`src/rtl/machine_types.sv`:
```
// rtl/machine_types.sv - shared types for the display scan controller
package machine_types;

   typedef logic [1:0]  digit_t;
   typedef logic [15:0] word_t;

   typedef enum logic [1:0] {
      IDLE  = 2'd0,
      BLANK = 2'd1,
      RUN   = 2'd2
   } scan_state_e;

   localparam digit_t LAST_DIGIT = 2'd3;

endpackage

```
`src/rtl/machine_tick_gen.sv`:
```
// rtl/machine_tick_gen.sv - digit-dwell prescaler with clear, count-enable and terminal tick
module machine_tick_gen #(
   parameter int TICK_MAX = 49999,
   parameter int CNT_W    = 16
) (
   input  logic clk,
   input  logic rst,
   input  logic clr_i,
   input  logic en_i,
   output logic tick_o
);

   localparam logic [CNT_W-1:0] TERM = CNT_W'(TICK_MAX);

   logic [CNT_W-1:0] cnt_q;
   logic [CNT_W-1:0] cnt_d;

   assign tick_o = en_i && (cnt_q == TERM);

   always_comb begin
      cnt_d = cnt_q;
      if (clr_i || tick_o) begin
         cnt_d = '0;
      end else if (en_i) begin
         cnt_d = cnt_q + CNT_W'(1);
      end
   end

   always_ff @(posedge clk or posedge rst) begin
      if (rst) begin
         cnt_q <= '0;
      end else begin
         cnt_q <= cnt_d;
      end
   end

endmodule

```
`src/rtl/machine_scan_ctrl.sv`:
```
// rtl/machine_scan_ctrl.sv - digit scan FSM with anti-ghost blanking and frame-aligned word commit
module machine_scan_ctrl #(
   parameter int TICK_MAX     = 49999,
   parameter int BLANK_CYCLES = 4,
   parameter int CNT_W        = 16
) (
   input  logic        clk,
   input  logic        rst,
   input  logic        enable,
   input  logic        in_valid,
   input  logic [15:0] in_data,
   output logic        in_ready,
   output logic [1:0]  an,
   output logic [15:0] v,
   output logic        blank,
   output logic        frame_done
);

   import machine_types::*;

   localparam int BW = (BLANK_CYCLES > 2) ? $clog2(BLANK_CYCLES) : 1;
   localparam logic [BW-1:0] BLANK_LOAD = (BLANK_CYCLES > 0) ? BW'(BLANK_CYCLES - 1) : '0;
   // With blanking disabled every digit change lands straight back in RUN.
   localparam scan_state_e TICK_STATE = (BLANK_CYCLES == 0) ? RUN : BLANK;
   localparam logic TICK_BLANK = (TICK_STATE != RUN);

   scan_state_e   state_q;
   logic [BW-1:0] blank_cnt_q;
   digit_t        an_q;
   word_t         v_q;
   word_t         pend_q;
   logic          pend_full_q;
   logic          frame_done_q;
   logic          blank_q;

   logic tick;
   logic cnt_en;
   logic accept;
   logic commit;

   assign cnt_en = enable && (state_q != IDLE);
   assign accept = in_valid && !pend_full_q;
   assign commit = tick && (an_q == LAST_DIGIT) && pend_full_q;

   machine_tick_gen #(
      .TICK_MAX (TICK_MAX),
      .CNT_W    (CNT_W)
   ) u_tick_gen (
      .clk    (clk),
      .rst    (rst),
      .clr_i  (!cnt_en),
      .en_i   (cnt_en),
      .tick_o (tick)
   );

   always_ff @(posedge clk or posedge rst) begin
      if (rst) begin
         state_q      <= IDLE;
         blank_cnt_q  <= '0;
         an_q         <= '0;
         v_q          <= '0;
         pend_q       <= '0;
         pend_full_q  <= 1'b0;
         frame_done_q <= 1'b0;
         blank_q      <= 1'b1;
      end else begin
         frame_done_q <= 1'b0;

         // A full slot cannot accept, so accept and commit never coincide.
         if (accept) begin
            pend_q      <= in_data;
            pend_full_q <= 1'b1;
         end else if (commit) begin
            v_q         <= pend_q;
            pend_full_q <= 1'b0;
         end

         if (!enable) begin
            state_q <= IDLE;
            blank_q <= 1'b1;
         end else begin
            unique case (state_q)
               IDLE: begin
                  state_q     <= TICK_STATE;
                  blank_cnt_q <= BLANK_LOAD;
                  blank_q     <= TICK_BLANK;
               end
               BLANK, RUN: begin
                  if (tick) begin
                     an_q         <= an_q + 2'd1;
                     frame_done_q <= (an_q == LAST_DIGIT);
                     state_q      <= TICK_STATE;
                     blank_cnt_q  <= BLANK_LOAD;
                     blank_q      <= TICK_BLANK;
                  end else if (state_q == BLANK) begin
                     if (blank_cnt_q == '0) begin
                        state_q <= RUN;
                        blank_q <= 1'b0;
                     end else begin
                        blank_cnt_q <= blank_cnt_q - BW'(1);
                     end
                  end
               end
               default: begin
                  state_q <= IDLE;
                  blank_q <= 1'b1;
               end
            endcase
         end
      end
   end

   assign in_ready   = !pend_full_q;
   assign an         = an_q;
   assign v          = v_q;
   assign blank      = blank_q;
   assign frame_done = frame_done_q;

endmodule

```
`config.mk`:
```
export PLATFORM = sky130hd
export DESIGN_NAME = machine_scan_ctrl
export DESIGN_NICKNAME = d
export VERILOG_FILES = /design/src/rtl/machine_types.sv /design/src/rtl/machine_tick_gen.sv /design/src/rtl/machine_scan_ctrl.sv
export SDC_FILE = /design/constraint.sdc
export NUM_CORES = 1
export LEC_CHECK = 0
export CAP_MARGIN = 20
export CORE_UTILIZATION = 45
export DETAILED_ROUTE_END_ITERATION = 7
export PLACE_DENSITY = 0.76
export SETUP_SLACK_MARGIN = 0.2
export SYNTH_ARGS = -nofsm -noshare
export SYNTH_HDL_FRONTEND = slang
export SYNTH_SLANG_ARGS = --single-unit
```
`constraint.sdc`:
```
create_clock -name clk -period 5.2 [get_ports clk]
set_clock_uncertainty 0.1 [all_clocks]
set_input_delay 0.78 -clock clk [delete_from_list [all_inputs] [get_ports clk]]
set_output_delay 0.78 -clock clk [all_outputs]
set_load 0.01 [all_outputs]
```
==> results of run 1 <==
==> per-layer routing <==
metal | GRT usage | up-vias | part of all wire
met5 | 0 | - | 0
met4 | 0.07358 | 0 | 0.015
met3 | 0.04824 | 6 | 0.035
met2 | 0.2832 | 29 | 0.49
met1 | 0.2188 | 831 | 0.46
li1 | - | 811 | -
==> layout by cell type, fill, tap and decap left out, types with 2 or more instances in the layout <==
cell | Yosys | final
nand2_1 | 5 | 5
clkinvlp_4 | 0 | 2
clkbuf_8 | 0 | 9
buf_4 | 0 | 2
a21oi_1 | 3 | 3
ha_1 | 7 | 7
xnor2_1 | 14 | 14
xor2_1 | 2 | 2
nand4_1 | 4 | 4
nor4_1 | 5 | 5
mux2_2 | 24 | 24
and3_1 | 3 | 3
inv_1 | 12 | 11
clkdlybuf4s50_1 | 0 | 40
nor4_2 | 2 | 2
dfrtp_1 | 56 | 56
clkinv_2 | 0 | 3
o21ai_0 | 2 | 2
nand3_1 | 9 | 9
nor2b_1 | 2 | 2
nor2_1 | 21 | 21
mux2_4 | 9 | 9
o211ai_1 | 2 | 2
nor3_1 | 3 | 3
a21o_1 | 2 | 2
==> sequential cells by signal (all words and copies together), names as in the netlist <==
signal,flops
pend_q,16
u_tick_gen.cnt_q,16
v,16
an,2
blank_cnt_q,2
state_q,2
blank,1
frame_done,1
pend_full_q,1
==> final cells by class <==
type / instances / share of cell area
Sequential cell: 57 / 0.4416
Multi-Input combinational cell: 132 / 0.3313
Timing Repair Buffer: 42 / 0.1285
Clock buffer: 9 / 0.03831
Tap cell: 72 / 0.02786
Clock inverter: 6 / 0.01858
Inverter: 12 / 0.01393
==> path summary, 6_finish.rpt <==
check	start	endpoint	slack, ns
max in group asynchronous	rst	state_q[1]$_DFFE_PP0P_	3.68
min	pend_q[9]$_DFFE_PP0P_	v[9]$_DFFE_PP0P_	0.40
max	u_tick_gen.cnt_q[10]$_DFFE_PP0P_	v[8]$_DFFE_PP0P_	2.36
min reg2reg	pend_q[9]$_DFFE_PP0P_	v[9]$_DFFE_PP0P_	0.40
min in group asynchronous	rst	v[0]$_DFFE_PP0P_	0.86
max reg2reg	u_tick_gen.cnt_q[10]$_DFFE_PP0P_	v[8]$_DFFE_PP0P_	2.36
==> power by group through the flow <==
stage	Sequential [W]	Combinational, W	Clock, W
after detailed placement	0.000493	0.000103	0
after floorplan	0.000487	0.0000724	0
after CTS	0.000484	0.000103	0.000397
after global routing	0.000487	0.000115	0.000422
after global placement	0.000490	0.0000996	0
final	0.000484	0.000101	0.000391
==> cell families (layout without fill, tap and decap cells) <==
logic type	after synthesis	count (layout)	share of synthesized area
adders and majority gates	7	7	0.03380
muxes	33	33	0.1564
and+or+nand+nor	64	64	0.1371
AOI/OAI and AO/OA	12	12	0.03187
DFF	57	57	0.5509
xor gates and xnor gates	16	16	0.05408
buffers and inverters	18	69	0.03573
==> through the flow <==
stage | setup WS, ns | area (um2) | instances | hold WS (ns)
2_1_floorplan | 2.922 | 2591 | 207 | 0.3547
3_3_place_gp | 2.087 | 3049 | 315 | 0.3712
3_5_place_dp | 2.046 | 3049 | 315 | 0.3929
4_1_cts | 2.344 | 3233 | 330 | 0.4075
5_1_grt | 2.217 | 3233 | 330 | 0.4282
6_report | 2.361 | 3233 | 330 | 0.4010
==> worst max-delay path, delay by kind of cell (launching register included) <==
family / cells / cell delay, ns
AND/OR/NAND/NOR: 3 / 1.77
flip-flops: 1 / 0.45
multiplexers: 1 / 0.41
==> metrics.txt, run 1 <==
worst min path class reg -> reg; initial antenna violation count 0; peak supply drop 177.3 uV; DR pass1 iterations 4; Detailed Route WL 4.750 mm; GR Util All Layers 0.1747; Root Buffer clkbuf_8; post-synthesis cell type count 38; most frequent cells after synthesis 56 x dfrtp_1, 24 x mux2_2, 21 x nor2_1; final net count 281; Mean Syn Cell Area approximately 13 um2; Die ar. 6066 um2; htree depth 3; post-synth top area share 0.5408; CTS tree yes; iteration-0 DRC count of the detailed router 43; Mapped Cells 207; PortBufs 40; sw frac 0.2489; crit-path cells or4_4 > nor4_2 > and4_1 > mux2_2; number of top-level pins 41; cts repair resizes 0; Seq/Total Area, Yosys 0.5509; Crit path largest cell delay 0.88 ns; r2r worst-path depth 4; pin count of the biggest net entering global routing 58; vias per inst ~5.1; drc violations 0; Setup Buffers After CTS 0; CTS buffer count 9; Reg power frac 0.496; Final Hold Viols 0; Max Cap Violations 0; DR vias 1,677; Clk network pwr share 0.401; crit path DAT just under 3 ns; number of synthesized flops with an enable pin 0; layout overhead on the synthesized area 24.77%; cell with the most instances after synthesis dfrtp_1; DP HPWL 3.269 mm; Die W 77.89 um; hold path cells 1; fin crit share 0.5461; cell row count 27; critical path peak fanout 17; starting density of the core 0.4677; Final TNS setup 0 ns; fillcell total about 460; synthesized cell area ~2600 um2; Seq cells post-synth 57; total grt overflow 0; Final GP Congestion approximately 0.8; Leakage Power ~1.4 nW; CP endpoint kind flip-flop; wire per inst between 10 and 15 um; RSZ-0062 raised after global routing no; Fmax 352.2 MHz; Register Area between 1000 and 1500 um2; Async SR Flop Fraction 1.000; clock latency on the worst-skew pair around 0.34 ns; Required @ worst endpoint 5.32 ns; Clock Sinks 57; Setup CP Type reg -> reg; vias in the first global route 1,774; Power, Total 0.0009754 W; global-route wire length before repair 8.155 mm; Max stage delay cell, worst path and4_1; Tmin final 2.839 ns; ANT nets after route 0; Final Util 0.5836; Setup violations, final 0; relative slew slack 0.3636; Die Y-Extent 77.89 um; status finished, final reports clean; area of the multi-input gates 1071 um2; top cells by area, synth dfrtp_1 54%, mux2_2 10%, mux2_4 5.2%; Hold-fix buffers, CTS 0; CP startpoint kind flip-flop; Mapped Nets ~230; Worst-Margin Slew 0.9546 ns; switching power 0.0002428 W; Synth warnings 0; core area 5540 um2; pwr/cell area ~300 nW/um2; Logic pwr share 0.103; Int Pwr ~0.00073 W; layout cells sized above 1 0.2171; Clock Path Buffers 2; Reg clk slew, reported paths 0.06 ns; largest area contributor in the netlist dfrtp_1; Max Slew Vio Count 0; Synth Flop Type dfrtp_1; diode count 0
Note: power is estimated with default switching activity, not from simulation.
==> inputs of run 2 (changes only) <==
--- a/config.mk
+++ b/config.mk
@@ -8,7 +8,7 @@
 export CAP_MARGIN = 20
 export CORE_UTILIZATION = 45
 export DETAILED_ROUTE_END_ITERATION = 7
-export PLACE_DENSITY = 0.76
+export PLACE_DENSITY = 0.78
 export SETUP_SLACK_MARGIN = 0.2
 export SYNTH_ARGS = -nofsm -noshare
 export SYNTH_HDL_FRONTEND = slang
==> constraint.sdc (replaced) <==
create_clock -name clk -period 2.5 [get_ports clk]
set_clock_uncertainty 0.1 [all_clocks]
set_input_delay 0.375 -clock clk [delete_from_list [all_inputs] [get_ports clk]]
set_output_delay 0.375 -clock clk [all_outputs]
set_load 0.01 [all_outputs]
==> metrics.txt, run 2 (synthesized netlist as in run 1, its figures left out) <==
global-route wire length before repair 8.514 mm; RSZ-0062 raised after global routing no; PortBufs 40; GR Util All Layers 0.1875; Metal-1 WL 2.244 mm; worst min path class in -> async; clock latency on the worst-skew pair 0.34 ns; status finished, final reports clean; Buf+Inv Stages, Crit Path 1; pin count of the biggest net entering global routing 30; fin crit share 0.8935; total grt overflow 0; layout cells sized above 1 0.2727; Die Y-Extent 77.89 um; htree depth 3; CP startpoint kind flip-flop; core area 5540 um2; design area 3446 um2; crit-path cells or4_4 > nor4_4 > and4_4 > buf_12 > mux2_2; vias in the first global route ~1,800; crit-path leading delay family simple AND/OR/NAND/NOR gates; max layer used met4; r2r worst-path depth 5; CTS tree yes; DR pass1 iterations 4; final net count just under 300; CTS buffer count 9; Setup violations, final 0; Required @ worst endpoint 2.62 ns; Max stage delay cell, worst path or4_4; critical path peak fanout 9; Max Slew Vio Count 0; drc violations 0; Fin Hold WS 0.2170 ns; crit path DAT 2.36 ns; Setup WS post-layout 0.2662 ns; Detailed Route WL 5.109 mm; Tmin final roughly 2.2 ns; Reg clk slew, reported paths 0.07 ns; starting density of the core 0.4677; Clock Path Buffers 2; Worst-Margin Slew 0.3535 ns; most frequent cells in the layout 55 x dfrtp_1, 40 x clkdlybuf4s50_1, 24 x mux2_2, 21 x nor2_1, 15 x buf_4; DR vias 1,771; initial antenna violation count 0; diode count 0; Worst path depth 5; Die ar. 6066 um2; Setup WS pre-CTS 0.1319 ns; Max Cap Violations 0; pwr/cell area 633.2 nW/um2; Power, Total 0.002182 W; number of top-level pins 41; DP HPWL about 3.5 mm; Final GP Congestion 0.7784; layout overhead on the synthesized area 32.98%; relative slew slack 0.7640; Final TNS setup 0 ns; ANT nets after route 0; met2 WL about 2.6 mm; fillcell total 411; Crit path largest cell delay 0.56 ns; wire per inst 14.72 um; Die W 77.89 um; cell row count 27; vias per inst 5.104; met3 wire length 215 um; iteration-0 DRC count of the detailed router 95; Area after DPL 3134 um2; Root Buffer clkbuf_8; Final Hold Viols 0; Setup CP Type reg -> reg; most common cell after layout, fill and taps aside dfrtp_1; peak supply drop 556.7 uV; Fmax about 450 MHz; Leakage Power ~1.5 nW; Clock Sinks 57; CP endpoint kind flip-flop
[run 2: routing by layer]
layer | up-vias | GRT usage
met4 | 0 | 0.07736
met3 | 7 | 0.07059
li1 | 852 | -
met5 | - | 0
met1 | 875 | 0.2238
met2 | 37 | 0.3035
[run 2: cell type report]
type / count / area (um2) / share of cell area
clock inverter: 7 / 95.09 / 0.02760
tap: 72 / 90.09 / 0.02614
inverter: 12 / 45.04 / 0.01307
sequential: 57 / 1429 / 0.4147
clock buffer: 9 / 123.9 / 0.03595
timing repair buffer: 58 / 580.6 / 0.1685
multi-input combinational: 132 / 1082 / 0.3141
[run 2: through the flow]
| stage | utilization | instances |
|---|---|---|
| after detailed placement | 0.5657 | 323 |
| after global placement | 0.5657 | 323 |
| after CTS | 0.6229 | 347 |
| after global routing | 0.6220 | 347 |
| final | 0.6220 | 347 |
| after floorplan | - | 207 |
[run 2: report_power, final]
group / switching, W / internal, W / leakage [nW]
logic: 0.000116 / 0.000114 / 0.662
registers: 0.0000323 / 0.000973 / 0.749
clock network: 0.000386 / 0.000560 / 0.109
[run 2: worst paths after layout]
check / start / slack [ns] / end
max in group asynchronous: rst / 1.54 / blank$_DFFE_PP1P_
min reg2reg: u_tick_gen.cnt_q[0]$_DFFE_PP0P_ / 0.38 / u_tick_gen.cnt_q[0]$_DFFE_PP0P_
min: rst / 0.22 / pend_q[15]$_DFFE_PP0P_
max reg2reg: u_tick_gen.cnt_q[11]$_DFFE_PP0P_ / 0.27 / v[13]$_DFFE_PP0P_
min in group clk: u_tick_gen.cnt_q[0]$_DFFE_PP0P_ / 0.38 / u_tick_gen.cnt_q[0]$_DFFE_PP0P_
max: u_tick_gen.cnt_q[11]$_DFFE_PP0P_ / 0.27 / v[13]$_DFFE_PP0P_
[run 2: what timing repair did]
item	in CTS	in global routing
setup buffers	7	0
endpoints found under the setup margin	16	7
gates resized for setup	4	1
gates cloned	1	0
endpoints found under the hold margin	0	0
hold buffers	0	0
pin swaps	2	3
